## src/rtl/sb_cpu_bridge.sv

```systemverilog
// CPU-to-system-bus bridge: 3+ cycles per access; stalls the CPU via rdy until ack,
// or aborts after TIMEOUT strobe cycles with an err pulse and ERR_DATA on reads.
module sb_cpu_bridge #(
  parameter int unsigned TIMEOUT  = 255,
  parameter logic [7:0]  ERR_DATA = 8'hFF
) (
  input  logic       clk,
  input  logic       rst,
  input  logic       cs,
  input  logic       we,
  input  logic [7:0] addr,
  input  logic [7:0] din,
  output logic [7:0] dout,
  output logic       rdy,
  output logic       sb_stbo,
  output logic       sb_rwo,
  output logic [7:0] sb_adro,
  output logic [7:0] sb_dato,
  input  logic       sb_acki,
  input  logic [7:0] sb_dati,
  output logic       err
);

  typedef enum logic [1:0] {
    IDLE = 2'd0,
    BUS  = 2'd1,
    DONE = 2'd2
  } state_t;

  localparam logic [7:0] TERM_CNT = 8'(TIMEOUT - 1);

  state_t     state_q, state_d;
  logic       stb_q, stb_d;
  logic       rw_q, rw_d;
  logic [7:0] adr_q, adr_d;
  logic [7:0] dat_q, dat_d;
  logic [7:0] dout_q, dout_d;
  logic       err_q, err_d;
  logic [7:0] cnt_q, cnt_d;

  always_ff @(posedge clk or negedge rst) begin
    if (!rst) begin
      state_q <= IDLE;
      stb_q   <= 1'b0;
      rw_q    <= 1'b0;
      adr_q   <= 8'h00;
      dat_q   <= 8'h00;
      dout_q  <= 8'h00;
      err_q   <= 1'b0;
      cnt_q   <= 8'h00;
    end else begin
      state_q <= state_d;
      stb_q   <= stb_d;
      rw_q    <= rw_d;
      adr_q   <= adr_d;
      dat_q   <= dat_d;
      dout_q  <= dout_d;
      err_q   <= err_d;
      cnt_q   <= cnt_d;
    end
  end

  always_comb begin
    state_d = state_q;
    stb_d   = stb_q;
    rw_d    = rw_q;
    adr_d   = adr_q;
    dat_d   = dat_q;
    dout_d  = dout_q;
    err_d   = 1'b0;
    cnt_d   = cnt_q;
    case (state_q)
      IDLE: begin
        if (cs) begin
          adr_d   = addr;
          rw_d    = we;
          dat_d   = din;
          cnt_d   = 8'h00;
          stb_d   = 1'b1;
          state_d = BUS;
        end
      end
      BUS: begin
        // Ack is tested first so it beats a coincident terminal count.
        if (sb_acki) begin
          stb_d   = 1'b0;
          if (!rw_q) dout_d = sb_dati;
          state_d = DONE;
        end else if (cnt_q == TERM_CNT) begin
          stb_d   = 1'b0;
          err_d   = 1'b1;
          if (!rw_q) dout_d = ERR_DATA;
          state_d = DONE;
        end else begin
          cnt_d = cnt_q + 8'd1;
        end
      end
      DONE: begin
        state_d = IDLE;
      end
      default: begin
        stb_d   = 1'b0;
        state_d = IDLE;
      end
    endcase
  end

  assign rdy     = !rst ? 1'b1 : !(cs && (state_q != DONE));
  assign sb_stbo = stb_q;
  assign sb_rwo  = rw_q;
  assign sb_adro = adr_q;
  assign sb_dato = dat_q;
  assign dout    = dout_q;
  assign err     = err_q;

  a_stb_only_in_bus: assert property (@(posedge clk) disable iff (!rst)
    stb_q |-> (state_q == BUS));
  a_err_only_in_done: assert property (@(posedge clk) disable iff (!rst)
    err_q |-> (state_q == DONE));

endmodule
```

## config.mk

```make
export PLATFORM = sky130hd
export DESIGN_NAME = sb_cpu_bridge
export DESIGN_NICKNAME = d
export VERILOG_FILES = /design/src/rtl/sb_cpu_bridge.sv
export SDC_FILE = /design/constraint.sdc
export NUM_CORES = 1
export LEC_CHECK = 0
export BUFFER_PORTS_ARGS = -buffer_cell sky130_fd_sc_hd__buf_2
export CAP_MARGIN = 10
export CORE_UTILIZATION = 40
export CTS_CLUSTER_SIZE = 28
export DETAILED_ROUTE_END_ITERATION = 8
export GPL_TIMING_DRIVEN = 1
export PLACE_DENSITY = 0.73
export RECOVER_POWER = 25
export SYNTH_ARGS = -nofsm -noshare
export SYNTH_HDL_FRONTEND = slang
export SYNTH_SLANG_ARGS = --single-unit
```

## constraint.sdc

```tcl
create_clock -name clk -period 3.7 [get_ports clk]
set_input_delay 0.185 -clock clk [delete_from_list [all_inputs] [get_ports clk]]
set_output_delay 0.185 -clock clk [all_outputs]
set_load 0.03 [all_outputs]
```

==> parameters.txt <==
Parameter                              Value

Clock tree
  Number of buffers inserted by hold repair at cts ... 0
  CTS-repair resized insts ... 0
  Number of levels the H-tree was split into ... 2
  CTS clk-pin slew, worst paths ... 70 ps
  Clock latency on the worst-skew pair ... 290 ps
  Clock tree from TritonCTS ... done
  Buffer count from post-CTS setup fixing ... 0
  TritonCTS sink count ... 37
  Number of buffers added by the clock tree synthesis step ... 5
  Root Driver ... clkbuf_8
  Longest Clk Path Bufs ... 2

Setup path
  Kind of start point of the critical path ... input pin
  Data required time of the critical path ... 3510 ps
  Endpoint type of the worst setup path ... output pin
  Worst Reg-to-Reg Cells ... 4
  Arrival time worst endpoint ... 2040 ps
  Setup CP Type ... in2out
  Crit Path Max Fanout ... 38

Global routing
  Number of antenna violations at the first check in global routing ... 0
  Largest net degree at the start of global routing ... 39
  Overall track demand over capacity in global routing ... 0.168
  GRT overflow ... 0
  Vias in the first global route ... 1189
  First-pass GRT wire length ... 5320 µm

STA
  Final sum of negative setup slack ... 0 ps
  Transition time at the pin with the least slew margin ... 1940 ps
  Unrepaired setup endpoints after global routing ... no
  Final hold violations ... 0
  Fin crit period ... 2220 ps
  Final setup violation count ... 0
  Relative max-transition margin ... -0.295
  Timing-limited maximum frequency ... 450 MHz
  Worst setup slack after layout ... 1480 ps
  Total count of max-transition violations in the final report ... 39
  Final clock period utilization by the worst path ... 0.601
  Final clock skew ... 2.91 ps

Power
  Power per standard cell area ... 807 nW/µm²
  Leakage power ... 0.930 nW
  Max IR drop VDD ... 0.000428 V
  PnR Total Power ... 1.58 mW

Die
  Row count ... 22
  Initial core utilization ... 0.422
  Die W ... 64.6 µm
  Ports placed on the boundary ... 57
  Total die area ... 4170 µm²
  Area of the core ... 3720 µm²
  Chip Height ... 64.6 µm

Final layout
  Fraction of final layout cells with drive strength greater than 1 ... 0.464
  Layout overhead on the synthesized area ... 24.6%
  Most frequent standard cell in the layout excluding fill and tap cells ... buf_2
  Multi-input combinational cell area ... 589 µm²
  Count of filler cells inserted in the layout ... 324
  Total Nets Final ... 209
  Commonest cells after routing, fill and taps aside ... 55 x buf_2, 37 x dfrtp_1, 17 x mux2_2, 8 x o22a_1
  Diode insertion count for antenna repair ... 0
  Utilization after layout ... 0.526
  Sequential cell area in the final layout ... 926 µm²

Logic synthesis
  Area share of the largest cell type after synthesis ... 0.591
  Library cell occupying the most area in the post-synthesis netlist ... dfrtp_1
  Post-synthesis instance total ... 121
  Area contributors post-synth ... dfrtp_1 59%, mux2_2 12%, o22a_1 4.5%
  Synthesis Warnings ... 0
  Avg Synthesized Cell Area ... 13.0 µm²
  Number of different library cells in the post-synthesis netlist ... 31
  Proportion of register bits with asynchronous set or reset after synthesis ... 1.00
  Area of the mapped netlist ... 1570 µm²
  Total of flip-flops plus latches after synthesis ... 37
  Post-synth EDFFs ... 0
  Top FF cell, synth ... dfrtp_1
  Post-Synthesis Net Count ... 152
  Part of the Yosys area used for sequential elements ... 0.591

Placement
  Routability Congestion ... 0.829
  PortBufs ... 56
  Sum of net half-perimeters after detailed placement ... 2360 µm
  Pre-CTS setup slack ... 1790 ps

Outcome
  Run status ... complete, but fails checks
  Violated checks ... capacitance limit, slew limit

Routing
  Number of vias in the routed layout ... 1195
  DRC errors left ... 0
  TritonRoute pass-1 iters ... 4
  Final wirelength ... 3170 µm
  Antenna-violating nets left ... 0
  Via count normalized by instance count ... 5.26
  Mean routed wirelength per cell ... 14.0 µm
  Detailed Route Iter0 Violations ... 18

Min path
  Count of cells along the worst hold path ... 2
  Class of the most critical hold timing path ... in2reg

Flow run
  Number of violations of the max-capacitance limit ... 1
cell families (layout without fill, tap and decap cells):
logic type,count (synthesis),count (layout),share of synthesized area
mux,17,17,0.122
fa+ha+maj,2,2,0.0160
simple gates,28,28,0.102
buf+inv,9,67,0.0335
compound gates,28,28,0.136
flops,37,37,0.591
report_power, final:
group,switching (mW),internal (mW),total [mW]
Combinational,0.430,0.227,0.658
Clock,0.145,0.133,0.277
Sequential,0.0900,0.550,0.640
Yosys cell counts, types with 2 or more instances:
cell type and instances:
a21o_1 2, and3_1 2, dfrtp_1 37, o22a_1 8
a21oi_1 4, a31oi_1 3, nand2_1 5, o21ai_0 4
nand3_1 5, mux2_2 17, nor2_1 5, ha_1 2
buf_2 3, a211o_1 3, buf_6 2, nor3_1 2
inv_1 3
layer usage:
metal / GRT usage / routed length (µm) / share of wire / vias up
met3: 0.0511 / 159 / 0.050 / 7
met1: 0.200 / 1320 / 0.42 / 589
met5: 0 / 0 / 0 / -
met4: 0.0611 / 59 / 0.019 / 0
met2: 0.287 / 1630 / 0.51 / 42
li1: - / - / - / 557
final timing paths:
check	from	to	slack, ps
worst max-delay path	rst	rdy	1480
worst min register to register	dout[5]	dout[5]	490
worst max register to register	state_q[0]	cnt_q[4]	1810
max in group asynchronous	rst	sb_dato[2]	2150
min in group asynchronous	rst	sb_adro[7]	430
worst min-delay path	din[4]	sb_dato[4]	120
sequential cells by signal (all words and copies together), names as in the netlist:
name	cells
cnt_q	8
dout	8
sb_adro	8
sb_dato	8
state_q	2
err	1
sb_rwo	1
sb_stbo	1
through the flow:
step,hold WS (ps),area [µm²],std cells
finish,124,1950,227
global route,122,1950,227
CTS,15.0,1950,227
detailed placement,332,1870,219
global placement,302,1870,219
floorplan,-111,1570,121
worst max-delay path: stages:
cell and delay, ps:
clkbuf_1 1370, o211ai_1 200, buf_2 280
area by class of cell:
class | count | area share
flip-flops and latches | 37 | 0.474
multi-input cells | 75 | 0.302
repair buffers | 56 | 0.143
clock buffers | 6 | 0.0372
well taps | 48 | 0.0307
clock inverters | 2 | 0.00769
inverters | 3 | 0.00577
No activity file was read; power rests on OpenSTA's default activity.
